## config.mk

```make
export PLATFORM = sky130hd
export DESIGN_NAME = seq_mult
export DESIGN_NICKNAME = d
export VERILOG_FILES = /design/src/rtl/seq_mult.sv
export SDC_FILE = /design/constraint.sdc
export NUM_CORES = 1
export LEC_CHECK = 0
export ABC_CLOCK_PERIOD_IN_PS = 4900
export CORE_MARGIN = 2
export CORE_UTILIZATION = 65
export DETAILED_ROUTE_END_ITERATION = 8
export DONT_BUFFER_PORTS = 1
export GPL_TIMING_DRIVEN = 0
export PLACE_DENSITY = 0.82
export SLEW_MARGIN = 10
export SYNTH_ARGS = -nofsm -noshare
export SYNTH_HDL_FRONTEND = slang
export SYNTH_SLANG_ARGS = --single-unit
```

## constraint.sdc

```tcl
create_clock -name clk -period 4.9 [get_ports clk]
set_clock_uncertainty 0.1 [all_clocks]
set_input_delay 0.98 -clock clk [delete_from_list [all_inputs] [get_ports clk]]
set_output_delay 0.98 -clock clk [all_outputs]
set_load 0.02 [all_outputs]
```

## src/rtl/seq_mult.sv

```systemverilog
// rtl/seq_mult.sv - sequential shift-and-add unsigned multiplier with start/busy/done handshake
// Optional multiply-accumulate mode enabled by defining SEQ_MULT_ACC_EN.
module seq_mult #(
  parameter int WIDTH = 3
) (
  input  logic               clk,
  input  logic               reset,
  input  logic               start,
  input  logic [WIDTH-1:0]   a,
  input  logic [WIDTH-1:0]   b,
  input  logic               acc_clr,
  output logic               busy,
  output logic               done,
  output logic [2*WIDTH-1:0] product,
  output logic               ovf
);

  localparam int PW = 2 * WIDTH;
  localparam int CW = $clog2(WIDTH + 1);
  localparam logic [CW-1:0] LAST = CW'(WIDTH - 1);

  typedef enum logic [1:0] {S_IDLE, S_RUN, S_DONE} state_t;

  state_t          state_q, state_d;
  logic [PW-1:0]   mcand_q, mcand_d;
  logic [WIDTH-1:0] mplier_q, mplier_d;
  logic [PW-1:0]   partial_q, partial_d;
  logic [CW-1:0]   cnt_q, cnt_d;
  logic [PW-1:0]   product_q, product_d;
  logic            busy_q, busy_d;
  logic            done_q, done_d;
  logic [PW-1:0]   addend;
  logic [PW-1:0]   sum;
  logic [PW-1:0]   base;

`ifdef SEQ_MULT_ACC_EN
  logic            ovf_q, ovf_d;
  logic            carry_q, carry_d;
  logic            add_carry;

  // At most one carry can occur over a whole accumulate, so it is simply OR-ed up.
  assign {add_carry, sum} = {1'b0, partial_q} + {1'b0, addend};
  assign base = acc_clr ? '0 : product_q;
`else
  logic            unused_acc_clr;

  assign unused_acc_clr = acc_clr;
  assign sum  = partial_q + addend;
  assign base = '0;
`endif

  assign addend = mplier_q[0] ? mcand_q : '0;

  always_comb begin
    state_d   = state_q;
    mcand_d   = mcand_q;
    mplier_d  = mplier_q;
    partial_d = partial_q;
    cnt_d     = cnt_q;
    product_d = product_q;
    done_d    = 1'b0;
`ifdef SEQ_MULT_ACC_EN
    ovf_d     = ovf_q;
    carry_d   = carry_q;
`endif
    case (state_q)
      S_IDLE: begin
        if (start) begin
          mcand_d   = {{WIDTH{1'b0}}, a};
          mplier_d  = b;
          partial_d = base;
          cnt_d     = '0;
          state_d   = S_RUN;
`ifdef SEQ_MULT_ACC_EN
          carry_d   = 1'b0;
          if (acc_clr) ovf_d = 1'b0;
`endif
        end
      end
      S_RUN: begin
        partial_d = sum;
        mcand_d   = mcand_q << 1;
        mplier_d  = mplier_q >> 1;
        cnt_d     = cnt_q + CW'(1);
`ifdef SEQ_MULT_ACC_EN
        carry_d   = carry_q | add_carry;
`endif
        if (cnt_q == LAST) begin
          product_d = sum;
          done_d    = 1'b1;
          state_d   = S_DONE;
`ifdef SEQ_MULT_ACC_EN
          ovf_d     = ovf_q | carry_q | add_carry;
`endif
        end
      end
      S_DONE:  state_d = S_IDLE;
      default: state_d = S_IDLE;
    endcase
    busy_d = (state_d != S_IDLE);
  end

  always_ff @(posedge clk) begin
    if (!reset) begin
      state_q   <= S_IDLE;
      mcand_q   <= '0;
      mplier_q  <= '0;
      partial_q <= '0;
      cnt_q     <= '0;
      product_q <= '0;
      busy_q    <= 1'b0;
      done_q    <= 1'b0;
`ifdef SEQ_MULT_ACC_EN
      ovf_q     <= 1'b0;
      carry_q   <= 1'b0;
`endif
    end else begin
      state_q   <= state_d;
      mcand_q   <= mcand_d;
      mplier_q  <= mplier_d;
      partial_q <= partial_d;
      cnt_q     <= cnt_d;
      product_q <= product_d;
      busy_q    <= busy_d;
      done_q    <= done_d;
`ifdef SEQ_MULT_ACC_EN
      ovf_q     <= ovf_d;
      carry_q   <= carry_d;
`endif
    end
  end

  assign busy    = busy_q;
  assign done    = done_q;
  assign product = product_q;
`ifdef SEQ_MULT_ACC_EN
  assign ovf     = ovf_q;
`else
  assign ovf     = 1'b0;
`endif

endmodule

```

# --- Word-level counts from Yosys, hierarchy flattened ---
# Cells that the tools add are included.
# W data, S select, Z words.
word_totals:
  register_bits: 27
  latch_bits: 0
  ram_bits: 0
  romBits: 0
  in_bits: 10
  output_inout_bits: 9
  n_memories: 0
classes:
  addsub: 2
  n_mul: 0
  div: 0
  magnitude_cmp: 0
  eq_ne: 3
  shifts: 0
  n_mux: 13
  bitwise: 0
  reduce_logical: 6
ops:
  columns: ["cell", "n"]
  rows:
  - ["$pmux W6 S2", 2]
  - ["$mux W6", 3]
  - ["$pmux W2 S2", 2]
  - ["$add A6 B6 Y6", 1]
  - ["$mux W2", 3]
  - ["$pmux W3 S2", 1]
  - ["$reduce_and A2 Y1", 3]
  - ["$reduce_bool A2 Y1", 2]
  - ["$mux W3", 1]
  - ["$add A2 B1 Y2 const B", 1]
  - ["$eq A2 B1 Y1 const B", 1]
  - ["$eq A2 B2 Y1 const B", 1]
  - ["$logic_not A2 Y1", 1]
  - ["$ne A2 B2 Y1 const B", 1]
  - ["$mux W1", 1]

# --- Longest topological paths before layout ---
# Gate-level depths: netlist of run 1.
depth:
  ltp_word: 4
  mapped_depth: 8
  mapped_depth_nobuf: 8

# --- Worst setup path after synthesis of run 1 ---
# No wires, ideal clock.
synth_timing:
  kind: "in2reg"
  startpoint: "input port start"
  endpoint: "register mplier_q[2]"
  setup_time_ns: 0.128
  t_arrival_ns: 1.689
  required_ns: 4.672
  slack_ns: 2.984
  stages: 5
  path_buffers: 1
  path_cell_list: "nor2_1 > or2_2 > buf_2 > a22oi_1 > nor2_1"
synth_via:
  elab_chain_cells: 2
synth_rtl:
  columns: ["item", "line_no", "source"]
  rows:
  - ["from (decl)", "8", "input logic start,"]
  - ["$ne A2 B2 Y1 (no source line)", null, null]
  - ["$reduce_and A2 Y1 (no source line)", null, null]
  - ["to (signal assigned)", "120", "mplier_q <= mplier_d;"]
  - ["to (decl)", "26", "logic [WIDTH-1:0] mplier_q, mplier_d;"]
# No other way between the ends.
# A chain may end at the register's enable or synchronous reset.

# --- Worst setup path after layout of run 1 ---
layout_timing:
  startpoint: "register mplier_q[0]"
  endpoint: "register partial_q[4]"
layout_via:
  elab_chain_cells: 3
layout_rtl:
  columns: ["item", "line_no", "source"]
  rows:
  - ["$mux W6", "52", "assign addend = mplier_q[0] ? mcand_q : '0;"]
  - ["$add A6 B6 Y6", "48", "assign sum = partial_q + addend;"]
  - ["$pmux W6 S2", "66", "case (state_q)"]
  - ["to (signal assigned)", "121", "partial_q <= partial_d;"]
  - ["to (decl)", "27", "logic [PW-1:0] partial_q, partial_d;"]
# No other way between the ends.

==> out/metrics.cfg, run 1 <==
[yosys]
synthCells = 143
ys_warn_count = 0
synth_top_cell_area_share_pct = 41.9
synth_area_per_cell_um2 = 9.03
synth_common_cells = 27 x dfxtp_1, 17 x nor2_1, 15 x nand2_1
synth_edf_count = 0
yosysUniqueCellTypes = 41
synth-seq-area-share_pct = 41.9
synth_seq_cells = 27
synth_nets = 160
yosysMostFrequentCell = dfxtp_1
async_flop_share_pct = 0
synthFlopType = dfxtp_1
synth_area_um2 = 1290
synth_top_area_cell = dfxtp_1
ys_top_cells_by_area = dfxtp_1 42%, ha_1 5.8%, nor2_1 4.9%, nand2_1 4.4%, a22oi_1 4.1%

[sta]
rsz0062_at_grt = false
relSlewSlack_pct = 65.1
final_max_slew_viol_count = 0
min_period_over_period_pct = 43.4
setup_violations = 0
min_period_ns = 2.13
finalHoldViolCount = 0
worst_pin_slew_ns = 0.523
finalSetupTns_ns = 0
clock.fmax_mhz = 470

[power]
p_leak_uw = 0.000536
switching_power_uw = 95.6
clock_power_share_pct = 26.0
p_seq_share_pct = 63.7
vdd_drop_max_v = 0.000248
p_total_uw = 368
internal_power_uw = 273
powerDensity_nw_per_um2 = 273
swShare_pct = 26.0
combPwrFrac_pct = 10.3

[floorplanning]
row_count = 16
die_w_um = 48.6
pin_count = 19
initial_core_util_pct = 67.2
die_area_um2 = 2360
die_h_um = 48.6
core-area_um2 = 1920

[placed_design]
io_buffers = 0
placed_area_um2 = 1330
dp_hpwl_um = 1950
gp_congestion = 0.858

[layout]
drive_above_1_share_pct = 10.9
area_delta_synth_final_pct = 4.65
antennaDiodeCount = 0
fin_nets = 165
final_cell_area_um2 = 1350

[routing]
routed_wirelength_um = 2630
wl_per_cell_um = 15.1
via_per_inst = 5.98
drtIter0Drc = 16
vias = 1041
antenna_left = 0
dr.pass1.iters = 4
drcViolationCount = 0

[setup_path]
end_kind = register
cp_max_fo = 7
crit_path_start_kind = register
criticalPathCategory = reg -> reg
required_ns = 5.03
cp_data_arrival_time_ns = 2.26

[run_status]
status = finished, final reports clean

[grt]
grtUsageTotal_pct = 25.2
grt_pass1_vias = 1050
antenna_found_initial = 0
grt_max_degree = 15
grt-ovfl-total = 0
grt_pass1_wl_um = 4550

[clocking]
cts_tree = yes
numCtsBuffers = 3
hold_buffers = 0
clk_latency_ns = 0.33
clk_path_buf_depth = 2
clkTransAtPathRegs_ns = 0.14
cts-root-buf = clkbuf_4
cts_resized = 0
htreeDepth = 1
clock_sinks = 27
cts_setup_buffers = 0

[worst_hold_path]
hold_class = reg -> reg

[run]
cap_violations = 0

[power by group through the flow]
stage               Clock (uW)  Sequential (uW)  Combinational (uW)
finish                    95.7              235                37.9
global route               104              236                42.9
global placement             0              239                35.6
detailed placement           0              239                37.6
CTS                       96.5              235                37.8
floorplan                    0              237                29.2
[cell usage in the layout (no fill, tap or decap), types with 3 or more instances in the layout]
cell type	n
nand2_1	15
clkbuf_1	3
nand3_1	3
a21oi_1	6
nor2_1	17
a311oi_1	3
clkbuf_4	3
nor2b_1	3
a211oi_1	3
inv_1	6
and2_1	7
dfxtp_1	27
a22oi_1	7
ha_1	6
buf_2	3
[logic make-up after synthesis]
logic type	after synthesis	synth area share, %
AOI/OAI and AO/OA	30	18.7
xor gates and xnor gates	3	2.04
adders and majority gates	7	7.36
buffers and inverters	14	4.65
DFF	27	41.9
other	1	0.290
and+or+nand+nor	61	25.1
[critical path, stage by stage, from the launching register on]
cell and delay, ns:
dfxtp_1 0.45, and2_1 0.17, ha_1 0.16, inv_1 0.05, fa_1 0.40, nor2b_1 0.12
o21ai_0 0.11, nor2b_1 0.16, o311ai_0 0.29
[per-layer routing]
layer / vias to the layer above / routed length (um) / track usage [%] / part of all wire (%)
li1: 512 / - / - / -
met1: 497 / 1080 / 30.5 / 41
met2: 27 / 1380 / 44.7 / 53
met3: 5 / 102 / 1.85 / 3.9
met4: 0 / 60 / 13.3 / 2.3
met5: - / 0 / 0 / 0
[through the flow]
stage	hold WS (ns)	utilization [%]	instances	setup WS, ns
after floorplan	0.337	-	143	2.98
final	0.397	70.3	174	2.77
after global routing	0.431	70.3	174	2.62
after detailed placement	0.375	68.9	170	2.65
after CTS	0.395	70.3	174	2.76
after global placement	0.351	68.9	170	2.73
[worst paths after layout]
check | start | slack (ns) | cells after the start | end
worst max register to register | mplier_q[0]$_SDFFE_PN0P_ | 2.77 | 8 | partial_q[4]$_SDFFE_PN0P_
worst min register to register | cnt_q[0]$_SDFFE_PN0P_ | 0.40 | 1 | cnt_q[0]$_SDFFE_PN0P_
worst min-delay path | cnt_q[0]$_SDFFE_PN0P_ | 0.40 | 1 | cnt_q[0]$_SDFFE_PN0P_
worst max-delay path | mplier_q[0]$_SDFFE_PN0P_ | 2.77 | 8 | partial_q[4]$_SDFFE_PN0P_
[sequential cells by signal (all words and copies together), names as in the netlist]
register	flops
cnt_q	2
mcand_q	6
done	1
state_q	2
product	6
mplier_q	3
partial_q	6
busy	1
[cell type report]
class                           instances  area, um2
Inverter                                6       22.5
Clock buffer                            4       26.3
Sequential cell                        27        541
Tap cell                               27       33.8
Fill cell                             162        571
Buffer                                  8       37.5
Multi-Input combinational cell        102        691
Note: power is estimated with default switching activity, not from simulation.
==> inputs of run 2 (changes only) <==
--- a/config.mk
+++ b/config.mk
@@ -5,13 +5,13 @@
 export SDC_FILE = /design/constraint.sdc
 export NUM_CORES = 1
 export LEC_CHECK = 0
-export ABC_CLOCK_PERIOD_IN_PS = 4900
+export ABC_CLOCK_PERIOD_IN_PS = 1770
 export CORE_MARGIN = 2
-export CORE_UTILIZATION = 65
+export CORE_UTILIZATION = 55
 export DETAILED_ROUTE_END_ITERATION = 8
 export DONT_BUFFER_PORTS = 1
 export GPL_TIMING_DRIVEN = 0
-export PLACE_DENSITY = 0.82
+export PLACE_DENSITY = 0.74
 export SLEW_MARGIN = 10
 export SYNTH_ARGS = -nofsm -noshare
 export SYNTH_HDL_FRONTEND = slang
==> constraint.sdc (replaced) <==
create_clock -name clk -period 1.77 [get_ports clk]
set_clock_uncertainty 0.1 [all_clocks]
set_input_delay 0.354 -clock clk [delete_from_list [all_inputs] [get_ports clk]]
set_output_delay 0.354 -clock clk [all_outputs]
set_load 0.02 [all_outputs]
==> out/metrics.cfg, run 2 (synthesized netlist as in run 1, its figures left out) <==
[run_status]
status = finished with violations
violations = negative setup slack

[sta]
clock.fmax_mhz = 539
finalHoldViolCount = 0
finalWorstSetupSlack_ns = -0.0867
worst_pin_slew_ns = 0.570
relSlewSlack_pct = 62.0
setup_violations = 4
min_period_over_period_pct = 105
min_period_ns = 1.86
final_max_slew_viol_count = 0
rsz0062_at_grt = true

[setup_path]
path_cells = and2_4, ha_4, inv_2, fa_2, nor2b_1, o21ai_1, or4b_1, o311ai_2
end_kind = register
crit_path_start_kind = register
cp_data_arrival_time_ns = 2.00
criticalPathCategory = reg -> reg
required_ns = 1.92
rrSetupSlack_ns = -0.09
cp_max_fo = 7
path_buf_inv = 1
critPathSlowestCell = or4b_1
cp_top_family = simple AND/OR/NAND/NOR gates
worst_path_largest_cell_delay_ns = 0.47

[clocking]
numCtsBuffers = 3
htreeDepth = 1
clk_path_buf_depth = 2
clock_sinks = 27
cts-root-buf = clkbuf_4
clkTransAtPathRegs_ns = 0.15
cts_tree = yes
clk_latency_ns = 0.31

[layout]
drive_above_1_share_pct = 21.6
area_delta_synth_final_pct = 12.5
final_cell_area_um2 = 1450
final_common_cell = dfxtp_1
antennaDiodeCount = 0
fin_nets = 166
mostFrequentLayoutCells = 26 x dfxtp_1, 17 x nor2_1, 14 x nand2_1, 7 x a22oi_1

[power]
p_leak_uw = 0.000553
p_total_uw = 1030
powerDensity_nw_per_um2 = 708
vdd_drop_max_v = 0.000565

[grt]
grtUsageTotal_pct = 23.1
use_met2_pct = 41.0
grt_pass1_wl_um = 4660
grt-ovfl-total = 0
grt_max_degree = 15
met3_usage_pct = 4.00
antenna_found_initial = 0
busiest_layer = met2
grtUsageMet1_pct = 27.6
grt_pass1_vias = 1057

[floorplanning]
row_count = 17
die_area_um2 = 2750
die_h_um = 52.5
pin_count = 19
core-area_um2 = 2210
initial_core_util_pct = 58.4
die_w_um = 52.5

[placed_design]
dp_hpwl_um = 1940
place_ws_ns = -0.165
gp_congestion = 0.851
placed_area_um2 = 1360
io_buffers = 0

[routing]
vias = 1022
drtIter0Drc = 24
wl_per_cell_um = 15.3
via_per_inst = 5.81
antenna_left = 0
routed_wirelength_um = 2700
drcViolationCount = 0
dr.pass1.iters = 4

[worst_hold_path]
hold_class = in -> reg

[run]
cap_violations = 0

-- run 2: cell types whose count changed in the layout (fill, tap and decap cells not counted), moves of 2 or more --
cell,change
and2_1,-2
ha_4,+4
ha_1,-4
and2_4,+2
xnor2_1,-2
xnor2_2,+2
-- run 2: cell type report --
type,count,area [um2]
Clock buffer,4,26.3
Inverter,6,22.5
Sequential cell,27,544
Buffer,8,37.5
Tap cell,28,35.0
Timing Repair Buffer,1,7.51
Fill cell,191,759
Multi-Input combinational cell,102,779
-- run 2: final timing paths --
check | startpoint | to | cells after the start
max | mplier_q[0]$_SDFFE_PN0P_ | partial_q[4]$_SDFFE_PN0P_ | 8
min | b[1] | mplier_q[1]$_SDFFE_PN0P_ | 2
max reg2reg | mplier_q[0]$_SDFFE_PN0P_ | partial_q[4]$_SDFFE_PN0P_ | 8
min reg2reg | cnt_q[0]$_SDFFE_PN0P_ | cnt_q[0]$_SDFFE_PN0P_ | 1
-- run 2: routing by layer --
layer / share of wire (%) / vias up
li1: - / 515
met5: 0 / -
met3: 5.3 / 2
met2: 49 / 23
met1: 45 / 482
met4: 0.63 / 0
-- run 2: timing repair --
item,CTS,global route
cloned,0,0
resized for setup,7,4
pin swaps,7,2
hold buffers,0,0
setup endpoints to repair,4,8
setup buffers,1,0
-- run 2: power breakdown --
part           total (uW)  internal, uW  switching [uW]
clock network         267          88.1             179
logic                 110          41.9            67.8
registers             651           629            22.1
-- run 2: metrics by stage --
| step | util (%) | TNS (ns) | cells | hold WS (ns) |
|---|---|---|---|---|
| finish | 65.7 | -0.265 | 176 | 0.0882 |
| global route | 65.7 | -0.802 | 176 | 0.0778 |
| CTS | 64.7 | -0.392 | 176 | 0.0747 |
| detailed placement | 61.4 | -0.552 | 171 | 0.356 |
| global placement | 61.4 | -0.440 | 171 | 0.353 |
| floorplan | - | 0 | 143 | 0.337 |
==> inputs of run 3 (changes only) <==
==> config.mk (replaced) <==
export PLATFORM = sky130hd
export DESIGN_NAME = seq_mult
export DESIGN_NICKNAME = d
export VERILOG_FILES = /design/src/rtl/seq_mult.sv
export SDC_FILE = /design/constraint.sdc
export NUM_CORES = 1
export LEC_CHECK = 0
export ABC_CLOCK_PERIOD_IN_PS = 2250
export CORE_MARGIN = 2
export CORE_UTILIZATION = 65
export DETAILED_ROUTE_END_ITERATION = 8
export DONT_BUFFER_PORTS = 1
export GPL_TIMING_DRIVEN = 0
export PLACE_DENSITY = 0.82
export SLEW_MARGIN = 20
export SYNTH_ARGS = -nofsm -noshare
export SYNTH_HDL_FRONTEND = slang
export SYNTH_SLANG_ARGS = --single-unit
==> constraint.sdc (replaced) <==
create_clock -name clk -period 2.25 [get_ports clk]
set_clock_uncertainty 0.1 [all_clocks]
set_input_delay 0.45 -clock clk [delete_from_list [all_inputs] [get_ports clk]]
set_output_delay 0.45 -clock clk [all_outputs]
set_load 0.02 [all_outputs]
==> out/metrics.cfg, run 3 (synthesized netlist as in run 1, its figures left out) <==
[layout]
multiInputGateArea_um2 = 691
antennaDiodeCount = 0
drive_above_1_share_pct = 11.6
register_area_um2 = 542
fin_nets = 165
final_cell_area_um2 = 1350
post-route-util_pct = 70.4
fill_cells = 161
final_common_cell = dfxtp_1
area_delta_synth_final_pct = 4.75
mostFrequentLayoutCells = 26 x dfxtp_1, 17 x nor2_1, 15 x nand2_1, 7 x and2_1, 7 x a22oi_1

[clocking]
clk_path_buf_depth = 2
cts-root-buf = clkbuf_4
hold_buffers = 0
cts_setup_buffers = 0
clock_sinks = 27
clk_latency_ns = 0.33
cts_tree = yes
htreeDepth = 1
numCtsBuffers = 3
clkTransAtPathRegs_ns = 0.14
cts_resized = 0

[floorplanning]
die_w_um = 48.6
pin_count = 19
initial_core_util_pct = 67.2
die_h_um = 48.6
die_area_um2 = 2360
row_count = 16
core-area_um2 = 1920

[sta]
clock.fmax_mhz = 484
whs_ns = 0.166
finalHoldViolCount = 0
relSlewSlack_pct = 65.1
finalSetupTns_ns = 0
setup_violations = 0
min_period_ns = 2.07
final_max_slew_viol_count = 0
worst_pin_slew_ns = 0.523
rsz0062_at_grt = false
min_period_over_period_pct = 91.8

[setup_path]
required_ns = 2.38
critical_path_depth = 8
worst_path_largest_cell_delay_ns = 0.40
path_cells = and2_1, ha_1, inv_1, fa_1, nor2b_1, o21ai_0, nor2b_1, o311ai_0
cp_top_family = adder cells
criticalPathCategory = reg -> reg
r2r_start = mcand_q[0]$_SDFFE_PN0P_
critPathSlowestCell = dfxtp_1
path_buf_inv = 1
cp_max_fo = 3
crit_path_start_kind = register
cp_data_arrival_time_ns = 2.20
crit_path_frequent_cell = nor2b_1
reg2reg_depth = 8
rrSetupSlack_ns = 0.18
r2r_end = partial_q[4]$_SDFFE_PN0P_
end_kind = register

[grt]
grt_max_degree = 15
grt_pass1_wl_um = 4550
grtUsageTotal_pct = 25.2
grt_pass1_vias = 1050
grt-ovfl-total = 0
antenna_found_initial = 0

[routing]
drtIter0Drc = 16
dr.pass1.iters = 4
drcViolationCount = 0
wl_per_cell_um = 15.1
antenna_left = 0
vias = 1041
routed_wirelength_um = 2630
via_per_inst = 5.98

[worst_hold_path]
hold_class = in -> reg
hp-start = b[2]
holdPathEnd = mplier_q[2]$_SDFFE_PN0P_
holdPathStages = 2

[placed_design]
io_buffers = 0
placed_area_um2 = 1330
gp_congestion = 0.858
dp_hpwl_um = 1950

[run]
cap_violations = 0

[power]
p_leak_uw = 0.000537
powerDensity_nw_per_um2 = 593
vdd_drop_max_v = 0.000539

[run_status]
status = finished, final reports clean

==> run 3: changes by cell type in the layout (fill, tap and decap cells not counted), sizes merged <==
cell	delta
buf	-1
==> run 3: worst register-to-register path, cell delays in order (launching register included) <==
cell and delay (ns):
dfxtp_1 0.40, and2_1 0.16, ha_1 0.16, inv_1 0.05, fa_1 0.40, nor2b_1 0.12, o21ai_0 0.11, nor2b_1 0.16
o311ai_0 0.30
==> run 3: routing by layer <==
metal / global-route usage, % / wire length (um) / vias up
met5: 0 / 0 / -
met4: 13.3 / 60 / 0
met3: 1.85 / 102 / 5
met2: 44.7 / 1380 / 27
met1: 30.5 / 1080 / 497
li1: - / - / 512
==> run 3: where the power goes <==
part	internal [uW]	switching (uW)	leakage (uW)
combinational	29.7	52.8	0.000301
clock	69.7	139	0.0000150
sequential	495	16.6	0.000220
total	594	208	0.000537
==> run 3: layout make-up <==
cell class / instances / area share (%)
well taps: 27 / 2.50
flip-flops and latches: 27 / 40.1
multi-input cells: 102 / 51.1
clock buffers: 4 / 1.94
inverters: 6 / 1.67
plain buffers: 8 / 2.78
==> run 3: through the flow <==
stage                     std cells  power [uW]  worst slack (ns)
after floorplan                 143         581             0.370
after global placement          170         598             0.208
after detailed placement        170         603             0.172
after CTS                       174         803             0.106
after global routing            174         833            0.0518
final                           174         802             0.184
==> run 3: how the worst max path moves through the flow <==
stage / from / end / slack (ns)
2_1_floorplan: mplier_q[0]$_SDFFE_PN0P_ / partial_q[4]$_SDFFE_PN0P_ / 0.37
3_3_place_gp: mplier_q[0]$_SDFFE_PN0P_ / partial_q[4]$_SDFFE_PN0P_ / 0.21
3_5_place_dp: mplier_q[0]$_SDFFE_PN0P_ / partial_q[4]$_SDFFE_PN0P_ / 0.17
4_1_cts: mplier_q[0]$_SDFFE_PN0P_ / partial_q[4]$_SDFFE_PN0P_ / 0.11
5_1_grt: mplier_q[0]$_SDFFE_PN0P_ / partial_q[4]$_SDFFE_PN0P_ / 0.05
6_report: mcand_q[0]$_SDFFE_PN0P_ / partial_q[4]$_SDFFE_PN0P_ / 0.18
